### config.mk
export PLATFORM = sky130hd
export DESIGN_NAME = serial_div
export DESIGN_NICKNAME = d
export VERILOG_FILES = /design/src/rtl/div_pkg.sv /design/src/rtl/div_step.sv /design/src/rtl/serial_div.sv
export SDC_FILE = /design/constraint.sdc
export NUM_CORES = 1
export LEC_CHECK = 0
export CORE_ASPECT_RATIO = 0.75
export CORE_MARGIN = 10
export CORE_UTILIZATION = 29
export DETAILED_ROUTE_END_ITERATION = 12
export SETUP_SLACK_MARGIN = 0.05
export SYNTH_ARGS = -nofsm -noshare
export SYNTH_HDL_FRONTEND = slang
export SYNTH_SLANG_ARGS = --single-unit
### constraint.sdc
create_clock -name clk -period 13.4 [get_ports clk]
set_clock_uncertainty 0.1 [all_clocks]
set_input_delay 1.34 -clock clk [delete_from_list [all_inputs] [get_ports clk]]
set_output_delay 1.34 -clock clk [all_outputs]
set_load 0.05 [all_outputs]
### src/rtl/div_pkg.sv
// Shared types and constants for the serial restoring divider.
// Imported by serial_div and its testbench-facing top.
package div_pkg;

   typedef enum logic [1:0] {
      DIV_IDLE,
      DIV_BUSY,
      DIV_DONE
   } div_state_t;

   localparam int DIV_ITER = 32;
   localparam logic [31:0] DIV_ZERO_QUOT = 32'hFFFFFFFF;

endpackage

### src/rtl/div_step.sv
// One restoring division iteration: shift in the next dividend bit,
// subtract the divisor when it fits, and emit the quotient bit.
module div_step #(
   parameter int W = 32
) (
   input  logic [W-1:0] rem,
   input  logic         msb,
   input  logic [W-1:0] divisor,
   output logic [W-1:0] rem_next,
   output logic         q_bit
);

   logic [W:0]   shifted;
   logic [W-1:0] diff;

   // rem < divisor on entry, so a fitting difference always fits in W bits
   always_comb begin
      shifted  = {rem, msb};
      q_bit    = shifted >= {1'b0, divisor};
      diff     = shifted[W-1:0] - divisor;
      rem_next = q_bit ? diff : shifted[W-1:0];
   end

endmodule

### src/rtl/serial_div.sv
// Multi-cycle radix-2 restoring divider answering the ALU start/annul/ready
// handshake; result is {remainder, quotient}.
module serial_div
   import div_pkg::*;
#(
   parameter int DATA_W = 32
) (
   input  logic              clk,
   input  logic              rst,
   input  logic              signed_div_i,
   input  logic [DATA_W-1:0] a,
   input  logic [DATA_W-1:0] b,
   input  logic              start_i,
   input  logic              annul_i,
   output logic [2*DATA_W-1:0] result_o,
   output logic              ready_o
);

   localparam int ITER = DATA_W;
   localparam int CW   = $clog2(ITER);

   div_state_t state, state_nx;

   logic [CW-1:0]     cnt;
   logic [DATA_W-1:0] rem;
   logic [DATA_W-1:0] dvd;
   logic [DATA_W-1:0] dsr;
   logic              sign_q;
   logic              sign_r;
   logic              zero;
   logic [2*DATA_W-1:0] result;

   logic [DATA_W-1:0] abs_a;
   logic [DATA_W-1:0] abs_b;
   logic [DATA_W-1:0] rem_nx;
   logic              q_bit;
   logic [DATA_W-1:0] quot_fin;
   logic [DATA_W-1:0] q_fix;
   logic [DATA_W-1:0] r_fix;
   logic              last;
   logic              take;

   div_step #(.W(DATA_W)) u_step (
      .rem      (rem),
      .msb      (dvd[DATA_W-1]),
      .divisor  (dsr),
      .rem_next (rem_nx),
      .q_bit    (q_bit)
   );

   always_comb begin
      take     = start_i && !annul_i;
      abs_a    = (signed_div_i && a[DATA_W-1]) ? -a : a;
      abs_b    = (signed_div_i && b[DATA_W-1]) ? -b : b;
      quot_fin = {dvd[DATA_W-2:0], q_bit};
      q_fix    = sign_q ? -quot_fin : quot_fin;
      r_fix    = sign_r ? -rem_nx : rem_nx;
      last     = cnt == CW'(ITER - 1);
   end

   // b = 0 skips the loop and resolves on the first BUSY edge
   always_comb begin
      state_nx = state;
      unique case (state)
         DIV_IDLE: if (take) state_nx = DIV_BUSY;
         DIV_BUSY: begin
            if (annul_i)
               state_nx = DIV_IDLE;
            else if (zero || last)
               state_nx = DIV_DONE;
         end
         DIV_DONE: state_nx = DIV_IDLE;
         default:  state_nx = DIV_IDLE;
      endcase
   end

   always_ff @(posedge clk) begin
      if (!rst) begin
         state  <= DIV_IDLE;
         cnt    <= '0;
         rem    <= '0;
         dvd    <= '0;
         dsr    <= '0;
         sign_q <= 1'b0;
         sign_r <= 1'b0;
         zero   <= 1'b0;
         result <= '0;
      end else begin
         state <= state_nx;
         unique case (state)
            DIV_IDLE: begin
               if (take) begin
                  cnt    <= '0;
                  dsr    <= abs_b;
                  zero   <= b == '0;
                  sign_q <= signed_div_i && (a[DATA_W-1] ^ b[DATA_W-1]);
                  sign_r <= signed_div_i && a[DATA_W-1];
                  if (b == '0) begin
                     rem <= a;
                     dvd <= DATA_W'(DIV_ZERO_QUOT);
                  end else begin
                     rem <= '0;
                     dvd <= abs_a;
                  end
               end
            end
            DIV_BUSY: begin
               if (!annul_i) begin
                  if (zero) begin
                     result <= {rem, dvd};
                  end else begin
                     rem <= rem_nx;
                     dvd <= quot_fin;
                     cnt <= cnt + CW'(1);
                     if (last) result <= {r_fix, q_fix};
                  end
               end
            end
            default: ;
         endcase
      end
   end

   assign ready_o  = state == DIV_DONE;
   assign result_o = result;

endmodule

==> flow_metrics.tcl <==
set metrics [dict create \
    status "finished, final reports clean" \
    synth_warnings 0 \
    core_um2 43300 \
    rsz0062_at_grt "false" \
    critPathMaxFanout 41 \
    yosysSeqAreaShare_pct 26.8 \
    synth_cells 1743 \
    reg2reg_depth 18 \
    core.rowCount 66 \
    hold_viol 0 \
    path_delay_family "simple AND/OR/NAND/NOR gates" \
    nets 1890 \
    antenna_cells 0 \
    area.sequential_um2 3400 \
    drive_above_1_share_pct 4.52 \
    synth.avg_cell_area_um2 7.28 \
    p_per_area_nw_per_um2 124 \
    synth-seq-cells 170 \
    pwr-share-seq_pct 30.0 \
    cts_tree "yes" \
    relSlewSlack_pct 34.2 \
    post-route-min-period_ns 6.46 \
    timing.final.crit_share_pct 48.2 \
    antenna_found_initial 2 \
    dp_hpwl_um 36300 \
    synth.cell_area_um2 12700 \
    cts-root-buf "clkbuf_16" \
    finalSetupTns_ns 0 \
    crit_path_max_incr_delay_ns 0.75 \
    holdBufCountCts 0 \
    path_depth 18 \
    drt_pre_antenna_iters 5 \
    cp.buffers_inverters 1 \
    grt_pass1_vias 12395 \
    multi_input_area_um2 8570 \
    ys.flop_type "dfxtp_1" \
    p_int_uw 1140 \
    hold_ws_ns 0.354 \
    place.gp.congestion 0.942 \
    via_per_inst 5.67 \
    tightest_slew_ns 0.962 \
    worstSetupStartpoint "rem[9]" \
    grt_pass1_wl_um 74000 \
    path_cells "ha_1 -> a21oi_1 -> o21ai_1 -> a21oi_1 -> a311oi_1 -> or3_2 -> buf_4 -> o21ai_0 -> ha_1 -> nor3b_1 -> nand2_1 -> nor3_1 -> and3_1 -> a41oi_1 -> nor4_2 -> a21oi_1 -> xor2_1 -> a221oi_1" \
    clock_path_buffers 2 \
    grt_remaining_overflow 0 \
    critPathSlowestCell "or3_2" \
    worstPathRequired_ns 13.66 \
    synth_edf_count 0 \
    clk_pin_slew_ns 0.07 \
    dp_cells 2341 \
    fillers 4632 \
    synth_nets 1851 \
    maxCapViolCount 0 \
    die_y_um 201 \
    p_leak_uw 0.00544 \
    cts_buffers 17 \
    die_w_um 262 \
    post_cts_buffers 0 \
    r2r_slack_ns 6.94 \
    wl_per_cell_um 20.2 \
    vias 13461 \
    ir_drop_mv 0.108 \
    grt_max_degree 85 \
    drtIter0Drc 1484 \
    comb_power_share_pct 38.1 \
    ys_types 79 \
    final_cells 2372 \
    cts_num_sinks 170 \
    drt_wl_total_um 47900 \
    htreeDepth 4 \
    start_util_pct 29.3 \
    cts.repair.resized 0 \
    fmax_mhz 155 \
    cp_common_cell "a21oi_1" \
    switching_share_pct 38.7 \
    path_class "register to register" \
    startpoint_type "register" \
    area_growth_syn_to_layout_pct 18.8 \
    p_clk_share_pct 31.9 \
    hold_class "register to register" \
    rr_startpoint "rem[9]" \
    setup_viol 0 \
    ios 134 \
    grt_usage_pct 17.7 \
    r2r_end "result_o[58]" \
    ant_nets 0 \
    switching_power_uw 721 \
    dieArea_um2 52600 \
    setup.worst_path.end "result_o[58]" \
    io_buffers 133 \
    synthArstFlopShare_pct 0 \
    worstPathArrival_ns 6.73 \
    remaining_drc_errors 0 \
    end_kind "register" \
    timing.final.max_slew_violations 0 \
    clock_latency_ns 0.47 \
]
worst min-delay path by stage:
stage                 from     endpoint  slack (ns)  depth (start not counted)
2_1_floorplan      dsr[21]      dsr[21]        0.33                          2
3_3_place_gp        cnt[4]       cnt[4]        0.34                          2
3_5_place_dp       dsr[21]      dsr[21]        0.35                          2
4_1_cts        result_o[4]  result_o[4]        0.36                          2
5_1_grt            dsr[21]      dsr[21]        0.37                          2
6_report           dsr[21]      dsr[21]        0.35                          2
registers in the layout, summed over array words and instances (netlist names):
signal / flops
cnt: 5
result_o: 64
zero: 1
rem: 32
sign_r: 1
state: 2
dsr: 32
sign_q: 1
dvd: 32
tightest hold or removal path: cells and delay by family (launching register included):
| kind | cells | cell delay (ns) |
|---|---|---|
| compound gates | 1 | 0.05 |
| flops | 1 | 0.31 |
| simple gates | 1 | 0.05 |
logic make-up (layout without fill, tap and decap cells):
| group | Yosys count | after routing | synth area share (%) |
|---|---|---|---|
| compound gates | 548 | 548 | 28.7 |
| xor+xnor | 125 | 125 | 8.63 |
| fa+ha+maj | 39 | 39 | 3.91 |
| buf+inv | 194 | 245 | 5.87 |
| flops | 170 | 170 | 26.8 |
| mux | 38 | 38 | 3.06 |
| simple gates | 629 | 629 | 23.0 |
layout make-up:
cell class | instances | area share (%)
Multi-Input combinational cell | 1379 | 56.9
Sequential cell | 170 | 22.6
Timing Repair Buffer | 148 | 9.58
Tap cell | 578 | 4.80
Clock buffer | 18 | 2.91
Inverter | 66 | 1.66
Clock inverter | 13 | 1.59
cells in the final DEF (no fill, tap or decap), drive strengths merged, types with 15 or more instances in the layout:
cell,n
mux2i,32
nor3,66
nor2,159
nand3,29
clkdlybuf4s50,133
a311oi,18
nand2,238
xnor2,52
clkbuf,18
buf,15
o211ai,29
dfxtp,170
inv,69
o31ai,25
o21ai,111
a21oi,151
ha,38
o221ai,35
a31oi,22
or3,21
a211oi,53
nand2b,16
xor2,73
a21o,15
Yosys cell counts (12+ instances only):
library cell,n,area (um^2)
a211oi_1,53,398
a21o_1,15,113
a21oi_1,151,756
a311oi_1,18,158
a31oi_1,21,131
and2_1,12,75.1
and3_1,12,75.1
buf_1,12,45.0
clkbuf_1,108,405
dfxtp_1,170,3400
ha_1,38,475
inv_1,65,244
mux2i_1,32,320
nand2_1,238,893
nand2b_1,16,100
nand3_1,29,145
nand4_1,14,87.6
nor2_1,159,597
nor3_1,65,325
nor4_1,12,75.1
o211ai_1,29,218
o21ai_0,102,510
o221ai_1,35,307
o31ai_1,25,188
or3_1,21,131
xnor2_1,52,455
xor2_1,73,639
power groups by stage:
stage	combinational (uW)	clock, uW	sequential, uW
3_3_place_gp	687	0	568
5_1_grt	778	623	562
2_1_floorplan	512	0	557
3_5_place_dp	690	0	570
6_report	710	594	559
4_1_cts	694	603	558
metal layers:
metal	vias up	track usage, %	wire, um
li1	6430	-	-
met1	6506	25.8	23300
met2	483	25.5	19800
met3	38	4.60	4160
met4	4	3.65	513
met5	-	0	25
per-stage QoR:
| stage | setup slack, ns | power (uW) | instance area (um^2) | util (%) |
|---|---|---|---|---|
| 2_1_floorplan | 8.15 | 1070 | 12700 | - |
| 3_3_place_gp | 7.40 | 1260 | 14400 | 33.3 |
| 3_5_place_dp | 7.19 | 1260 | 14400 | 33.3 |
| 4_1_cts | 7.16 | 1850 | 15100 | 34.8 |
| 5_1_grt | 6.61 | 1960 | 15100 | 34.8 |
| 6_report | 6.94 | 1860 | 15100 | 34.8 |
Power figures use the tool's default switching activity.
